`src/rtl/comparador_serie_pkg.sv`:
```
// Shared definitions for the bit-serial magnitude comparator.
//   - FSM state encoding (IDLE / COMPARA / FIN)
//   - one-hot result codes in {igual,mayor,menor} order
//   - flags_t: packed view of the cascade flags
package comparador_pkg;

  localparam logic [1:0] ST_IDLE    = 2'd0;
  localparam logic [1:0] ST_COMPARA = 2'd1;
  localparam logic [1:0] ST_FIN     = 2'd2;

  localparam logic [2:0] RES_IGUAL = 3'b100;
  localparam logic [2:0] RES_MAYOR = 3'b010;
  localparam logic [2:0] RES_MENOR = 3'b001;

  typedef enum logic [1:0] {
    S_IDLE    = ST_IDLE,
    S_COMPARA = ST_COMPARA,
    S_FIN     = ST_FIN
  } state_t;

  typedef struct packed {
    logic igual;
    logic mayor;
    logic menor;
  } flags_t;

endpackage

```
`src/rtl/comparador_serie_if.sv`:
```
// Operand/result bundle of the serial comparator.
//   start_i, a_i, b_i        : request side (driven by the master)
//   busy_o, done_o           : status
//   igual_o, mayor_o, menor_o: one-hot result, held between done pulses
interface comparador_serie_if #(
  parameter int N = 8
);
  logic         start_i;
  logic [N-1:0] a_i;
  logic [N-1:0] b_i;
  logic         busy_o;
  logic         done_o;
  logic         igual_o;
  logic         mayor_o;
  logic         menor_o;

  modport master (
    output start_i, a_i, b_i,
    input  busy_o, done_o, igual_o, mayor_o, menor_o
  );

  modport slave (
    input  start_i, a_i, b_i,
    output busy_o, done_o, igual_o, mayor_o, menor_o
  );
endinterface

```
`src/rtl/comparador_serie_cell.sv`:
```
// comparador1bit: one cascaded 1-bit magnitude comparator cell.
//   a, b                      : current operand bits
//   igual_i, mayor_i, menor_i : cascade flags from the more significant bits
//   igual_o, mayor_o, menor_o : updated cascade flags
// Once a decision is made (igual_i=0) the flags pass through unchanged.
module comparador1bit (
  input  logic a,
  input  logic b,
  input  logic igual_i,
  input  logic mayor_i,
  input  logic menor_i,
  output logic igual_o,
  output logic mayor_o,
  output logic menor_o
);
  assign igual_o = igual_i & (a ~^ b);
  assign mayor_o = mayor_i | (igual_i & a & ~b);
  assign menor_o = menor_i | (igual_i & ~a & b);
endmodule

```
`src/rtl/comparador_serie.sv`:
```
// comparador_serie: bit-serial N-bit magnitude comparator.
//   clk   : rising-edge clock
//   rst_n : synchronous active-low reset
//   bus   : slave side of comparador_serie_if (start/operands in,
//           busy/done/one-hot result out)
// Operands are captured on start, then fed MSB-first through a single
// comparador1bit whose registered flags loop back as cascade inputs.
// The walk stops at the first differing bit or after N bits.
module comparador_serie
  import comparador_pkg::*;
#(
  parameter int N = 8
) (
  input  logic               clk,
  input  logic               rst_n,
  comparador_serie_if.slave  bus
);
  localparam int CW = $clog2(N);

  state_t         state_q, state_d;
  logic [N-1:0]   sa_q, sb_q;
  logic [CW-1:0]  cnt_q;
  flags_t         flags_q, cell_out, res_q;

  comparador1bit u_cell (
    .a       (sa_q[N-1]),
    .b       (sb_q[N-1]),
    .igual_i (flags_q.igual),
    .mayor_i (flags_q.mayor),
    .menor_i (flags_q.menor),
    .igual_o (cell_out.igual),
    .mayor_o (cell_out.mayor),
    .menor_o (cell_out.menor)
  );

  always_comb begin
    state_d = state_q;
    case (state_q)
      S_IDLE:    if (bus.start_i) state_d = S_COMPARA;
      S_COMPARA: if (cnt_q == '0 || !cell_out.igual) state_d = S_FIN;
      S_FIN:     state_d = S_IDLE;
      default:   state_d = S_IDLE;
    endcase
  end

  always_ff @(posedge clk) begin
    if (!rst_n) begin
      state_q <= S_IDLE;
      sa_q    <= '0;
      sb_q    <= '0;
      cnt_q   <= '0;
      flags_q <= '0;
      res_q   <= '0;
    end else begin
      state_q <= state_d;
      case (state_q)
        S_IDLE: if (bus.start_i) begin
          sa_q    <= bus.a_i;
          sb_q    <= bus.b_i;
          flags_q <= flags_t'(RES_IGUAL);
          cnt_q   <= CW'(N - 1);
        end
        S_COMPARA: begin
          flags_q <= cell_out;
          sa_q    <= sa_q << 1;
          sb_q    <= sb_q << 1;
          cnt_q   <= cnt_q - CW'(1);
          // Results are loaded on the edge into FIN so they change
          // exactly in the cycle done_o is high.
          if (state_d == S_FIN) res_q <= cell_out;
        end
        default: ;
      endcase
    end
  end

  assign bus.busy_o  = (state_q == S_COMPARA) || (state_q == S_FIN);
  assign bus.done_o  = (state_q == S_FIN);
  assign bus.igual_o = res_q.igual;
  assign bus.mayor_o = res_q.mayor;
  assign bus.menor_o = res_q.menor;
endmodule
```
`src/flat_wrapper.sv`:
```
// flat-port wrapper written by rule: the top's interface ports become plain ports
module comparador_serie_flat import comparador_pkg::*;
#(
  parameter int N = 8
)
  (clk, rst_n, bus_start_i, bus_a_i, bus_b_i, bus_busy_o, bus_done_o, bus_igual_o, bus_mayor_o, bus_menor_o);
  comparador_serie_if #(.N(N)) bus_i ();
  input  logic clk;
  input  logic rst_n;
  input wire logic [$bits(bus_i.start_i)-1:0] bus_start_i;
  input wire logic [$bits(bus_i.a_i)-1:0] bus_a_i;
  input wire logic [$bits(bus_i.b_i)-1:0] bus_b_i;
  output wire logic [$bits(bus_i.busy_o)-1:0] bus_busy_o;
  output wire logic [$bits(bus_i.done_o)-1:0] bus_done_o;
  output wire logic [$bits(bus_i.igual_o)-1:0] bus_igual_o;
  output wire logic [$bits(bus_i.mayor_o)-1:0] bus_mayor_o;
  output wire logic [$bits(bus_i.menor_o)-1:0] bus_menor_o;
  assign bus_i.start_i = bus_start_i;
  assign bus_i.a_i = bus_a_i;
  assign bus_i.b_i = bus_b_i;
  assign bus_busy_o = bus_i.busy_o;
  assign bus_done_o = bus_i.done_o;
  assign bus_igual_o = bus_i.igual_o;
  assign bus_mayor_o = bus_i.mayor_o;
  assign bus_menor_o = bus_i.menor_o;
  comparador_serie #(.N(N)) u_core (.clk(clk), .rst_n(rst_n), .bus(bus_i));
endmodule
```
`config.mk`:
```
export PLATFORM = sky130hd
export DESIGN_NAME = comparador_serie_flat
export DESIGN_NICKNAME = d
export VERILOG_FILES = /design/src/rtl/comparador_serie_pkg.sv /design/src/rtl/comparador_serie_if.sv /design/src/rtl/comparador_serie_cell.sv /design/src/rtl/comparador_serie.sv /design/src/flat_wrapper.sv
export SDC_FILE = /design/constraint.sdc
export NUM_CORES = 1
export LEC_CHECK = 0
export ABC_AREA = 1
export BUFFER_PORTS_ARGS = -buffer_cell sky130_fd_sc_hd__buf_2
export CAP_MARGIN = 20
export CORE_MARGIN = 2
export CORE_UTILIZATION = 34
export DETAILED_ROUTE_END_ITERATION = 16
export GPL_TIMING_DRIVEN = 0
export PLACE_DENSITY = 0.61
export SLEW_MARGIN = 20
export SYNTH_ARGS = -nofsm -noshare
export SYNTH_HDL_FRONTEND = slang
export SYNTH_SLANG_ARGS = --single-unit
```
`constraint.sdc`:
```
create_clock -name clk -period 2.05 [get_ports clk]
set_input_delay 0.41 -clock clk [delete_from_list [all_inputs] [get_ports clk]]
set_output_delay 0.41 -clock clk [all_outputs]
set_load 0.03 [all_outputs]
```
==> summary.md <==
| Metric | Value |
|---|---|
| Outcome | finished clean |
| CTS tree | yes |
| Most frequent cells in the layout | nand2_1 (44), dfxtp_1 (27), buf_2 (25) |
| Crit end category | register |
| Int Pwr | 0.000882 W |
| Sequential share of the synthesized area | 41.1% |
| Die footprint | 0.00438 mm^2 |
| IO Pins | 24 |
| Via Count | 1121 |
| Final WS setup | 0.400 ns |
| Pwr Density | 858 mW/mm^2 |
| Final wirelength | 2.59 mm |
| Largest net degree at the start of global routing | 15 |
| CP max FO | 10 |
| Vias in the first global route | 1011 |
| Post-Route Skew | 0.00422 ns |
| TNS Setup | 0 ns |
| Met3 Use GR | 3.58% |
| Worst R2R Setup Slack | 0.40 ns |
| Slew Limit Fails | 0 |
| Post-Syn Area | 0.00132 mm^2 |
| Chip width | 66.2 um |
| Detailed Route Iter0 Violations | 34 |
| Initial core utilization | 35.7% |
| Hold_buf cts | 0 |
| FILL cells | 412 |
| Die Ht | 66.2 um |
| PortBufs | 22 |
| Post-route ant nets | 0 |
| Final cycle utilization of the critical path | 80.5% |
| GR peak layer | met2 |
| DPL Wire Length | 1.90 mm |
| FF+latch count, synth | 27 |
| # Max-Cap Violations | 0 |
| # setup viols final | 0 |
| Place WS | 0.417 ns |
| Mapped Nets | 190 |
| RSZ-0062 raised after global routing | false |
| Clock Tree Buf Depth | 2 |
| TritonCTS buffer count | 3 |
| Clk_lat worst skew | 0.27 ns |
| Mapped Cells | 166 |
| Wire per inst | 10.8 um |
| Clk sinks | 27 |
| Max Clk Rate | 0.606 GHz |
| Cell leakage power | 0.670 nW |
| Core box area | 0.00369 mm^2 |
| Slew @ Worst Pin | 0.449 ns |
| Unique cell type count in the Yosys netlist | 25 |
| Hold path cells | 3 |
| Combinational power share | 28.6% |
| R2R depth | 8 |
| Worst endpoint data arrival time | 1.81 ns |
| Post-Syn Area per Cell | 7.92 um^2 |
| Crit. Startpoint | u_core.state_q[1]$_SDFF_PN0_ |
| CP Launch Type | register |
| Grt ovf | 0 |
| Hold Slack | 0.396 ns |
| M2 GR Usage | 20.8% |
| Worst Hold Class | primary input to register |
| Clock-pin transition on the worst setup and hold timing paths | 0.09 ns |
| Slew headroom | 70.1% |
| Worst vdd ir | 0.408 mV |
| Commonest non-fill, non-tap cell in the layout | nand2_1 |
| Terminus of the critical flop-to-flop path | u_core.sa_q[6]$_SDFFE_PN0P_ |
| Share of cells above drive strength 1 | 24.5% |
| Initial antenna violation count | 0 |
| GR met1 Demand/Resource | 17.6% |
| Hold Fails Final Rpt | 0 |
| Total Routing Usage GR | 13.1% |
| DR DRC count | 0 |
| Post-CTS setup buffers | 0 |
| Drt pass-1 iters | 4 |
| Cell Rows | 22 |
| Vias/cell | 4.67 |
| Clock root cell | clkbuf_8 |
| YS warnings | 0 |
| Post-synth top area cell | dfxtp_1 |
| Sw power | 0.000431 W |
| Power Total | 0.00131 W |
| GPL Wtd Cong | 0.761 |
| Reg power frac | 48.7% |
| Diode count | 0 |
| First-pass GRT wire length | 4.49 mm |
| CTS H-tree lvls | 1 |
| Post-synth top area share | 41.1% |
| Final min period | 1.65 ns |
| Top post-synthesis cells by area | dfxtp_1 (41%), nand2_1 (13%), a31oi_1 (7.1%) |
| Req. time, crit path | 2.21 ns |
| Worst r2r src | u_core.state_q[1]$_SDFF_PN0_ |
| Area grow syn2layout | 16.4% |
| Critical Path End | u_core.sa_q[6]$_SDFFE_PN0P_ |
| CP Class | register to register |
| Sw Ratio | 32.8% |
| Clock power frac | 22.7% |
| Post-CTS sizing | 0 |
| Nets | 217 |
[synth_stat cells]
cell       n
nand4_1    2
o21bai_1   2
inv_2      1
nand2_1   44
nor2_4     2
a221oi_1   3
buf_6      3
buf_2      3
a21oi_1    5
o21ai_4    1
clkbuf_8   1
clkbuf_1   1
a31oi_1   15
o21ai_2    9
o21ai_0    2
nor2_1    10
buf_4      1
inv_1     17
o21ai_1    5
ha_1       5
nand3_1    2
dfxtp_1   27
a211oi_1   3
inv_4      1
clkinv_1   1
[registers in the layout, indices dropped and copies added (netlist names)]
signal	cells
u_core.bus.menor_o	1
u_core.state_q	2
u_core.bus.mayor_o	1
u_core.cnt_q	3
u_core.sb_q	8
u_core.sa_q	8
u_core.flags_q	3
u_core.bus.igual_o	1
[final cells by class]
type	count	area, um^2	area share (%)
timing repair buffer	22	110	7.20
tap	48	60.1	3.92
buffer	9	73.8	4.82
sequential	27	541	35.3
clock buffer	4	45.0	2.94
multi-input combinational	110	623	40.7
inverter	20	77.6	5.07
[cell families after synthesis]
kind of cell,share of synthesized area [%]
buffers and inverters,11.5
adder cells (fa/ha/maj),4.76
AO/OA/AOI/OAI,23.8
flip-flops,41.1
AND/OR/NAND/NOR,18.8
[routing by layer]
metal | share of wire [%] | vias to the layer above | routed length [um]
met5 | 0 | - | 0
met1 | 51 | 493 | 1320
met3 | 4.4 | 2 | 114
met2 | 44 | 22 | 1140
li1 | - | 604 | -
met4 | 0.70 | 0 | 18
[worst max-delay path, stage by stage, from the launching register on]
cell and delay, ns:
dfxtp_1 0.41, inv_1 0.08, ha_1 0.19, buf_6 0.14, o21ai_4 0.31, inv_4 0.07, buf_6 0.16, o21ai_1 0.13
a31oi_1 0.05
[through the flow]
stage               instances  area [um^2]  util, %
floorplan                 166         1320        -
detailed placement        236         1490     40.3
global route              240         1530     41.5
finish                    240         1530     41.5
global placement          236         1490     40.3
CTS                       240         1530     41.5
[power groups by stage]
| stage | Combinational [W] | Clock, W | Sequential [W] |
|---|---|---|---|
| after CTS | 0.000381 | 0.000312 | 0.000640 |
| after global routing | 0.000424 | 0.000327 | 0.000650 |
| final | 0.000375 | 0.000298 | 0.000640 |
| after global placement | 0.000379 | 0 | 0.000651 |
| after detailed placement | 0.000380 | 0 | 0.000652 |
| after floorplan | 0.000287 | 0 | 0.000656 |
[how the worst min path moves through the flow]
stage                                               from                             end  slack [ns]
after CTS                                     bus_b_i[3]     u_core.sb_q[3]$_SDFFE_PN0P_        0.39
after global placement    u_core.flags_q[0]$_SDFFE_PN0P_  u_core.flags_q[0]$_SDFFE_PN0P_        0.46
after detailed placement  u_core.flags_q[0]$_SDFFE_PN0P_  u_core.flags_q[0]$_SDFFE_PN0P_        0.46
final                                         bus_b_i[3]     u_core.sb_q[3]$_SDFFE_PN0P_        0.40
after global routing                          bus_a_i[0]     u_core.sa_q[0]$_SDFFE_PN0P_        0.39
after floorplan           u_core.flags_q[0]$_SDFFE_PN0P_  u_core.flags_q[0]$_SDFFE_PN0P_        0.44
Power figures use the tool's default switching activity.
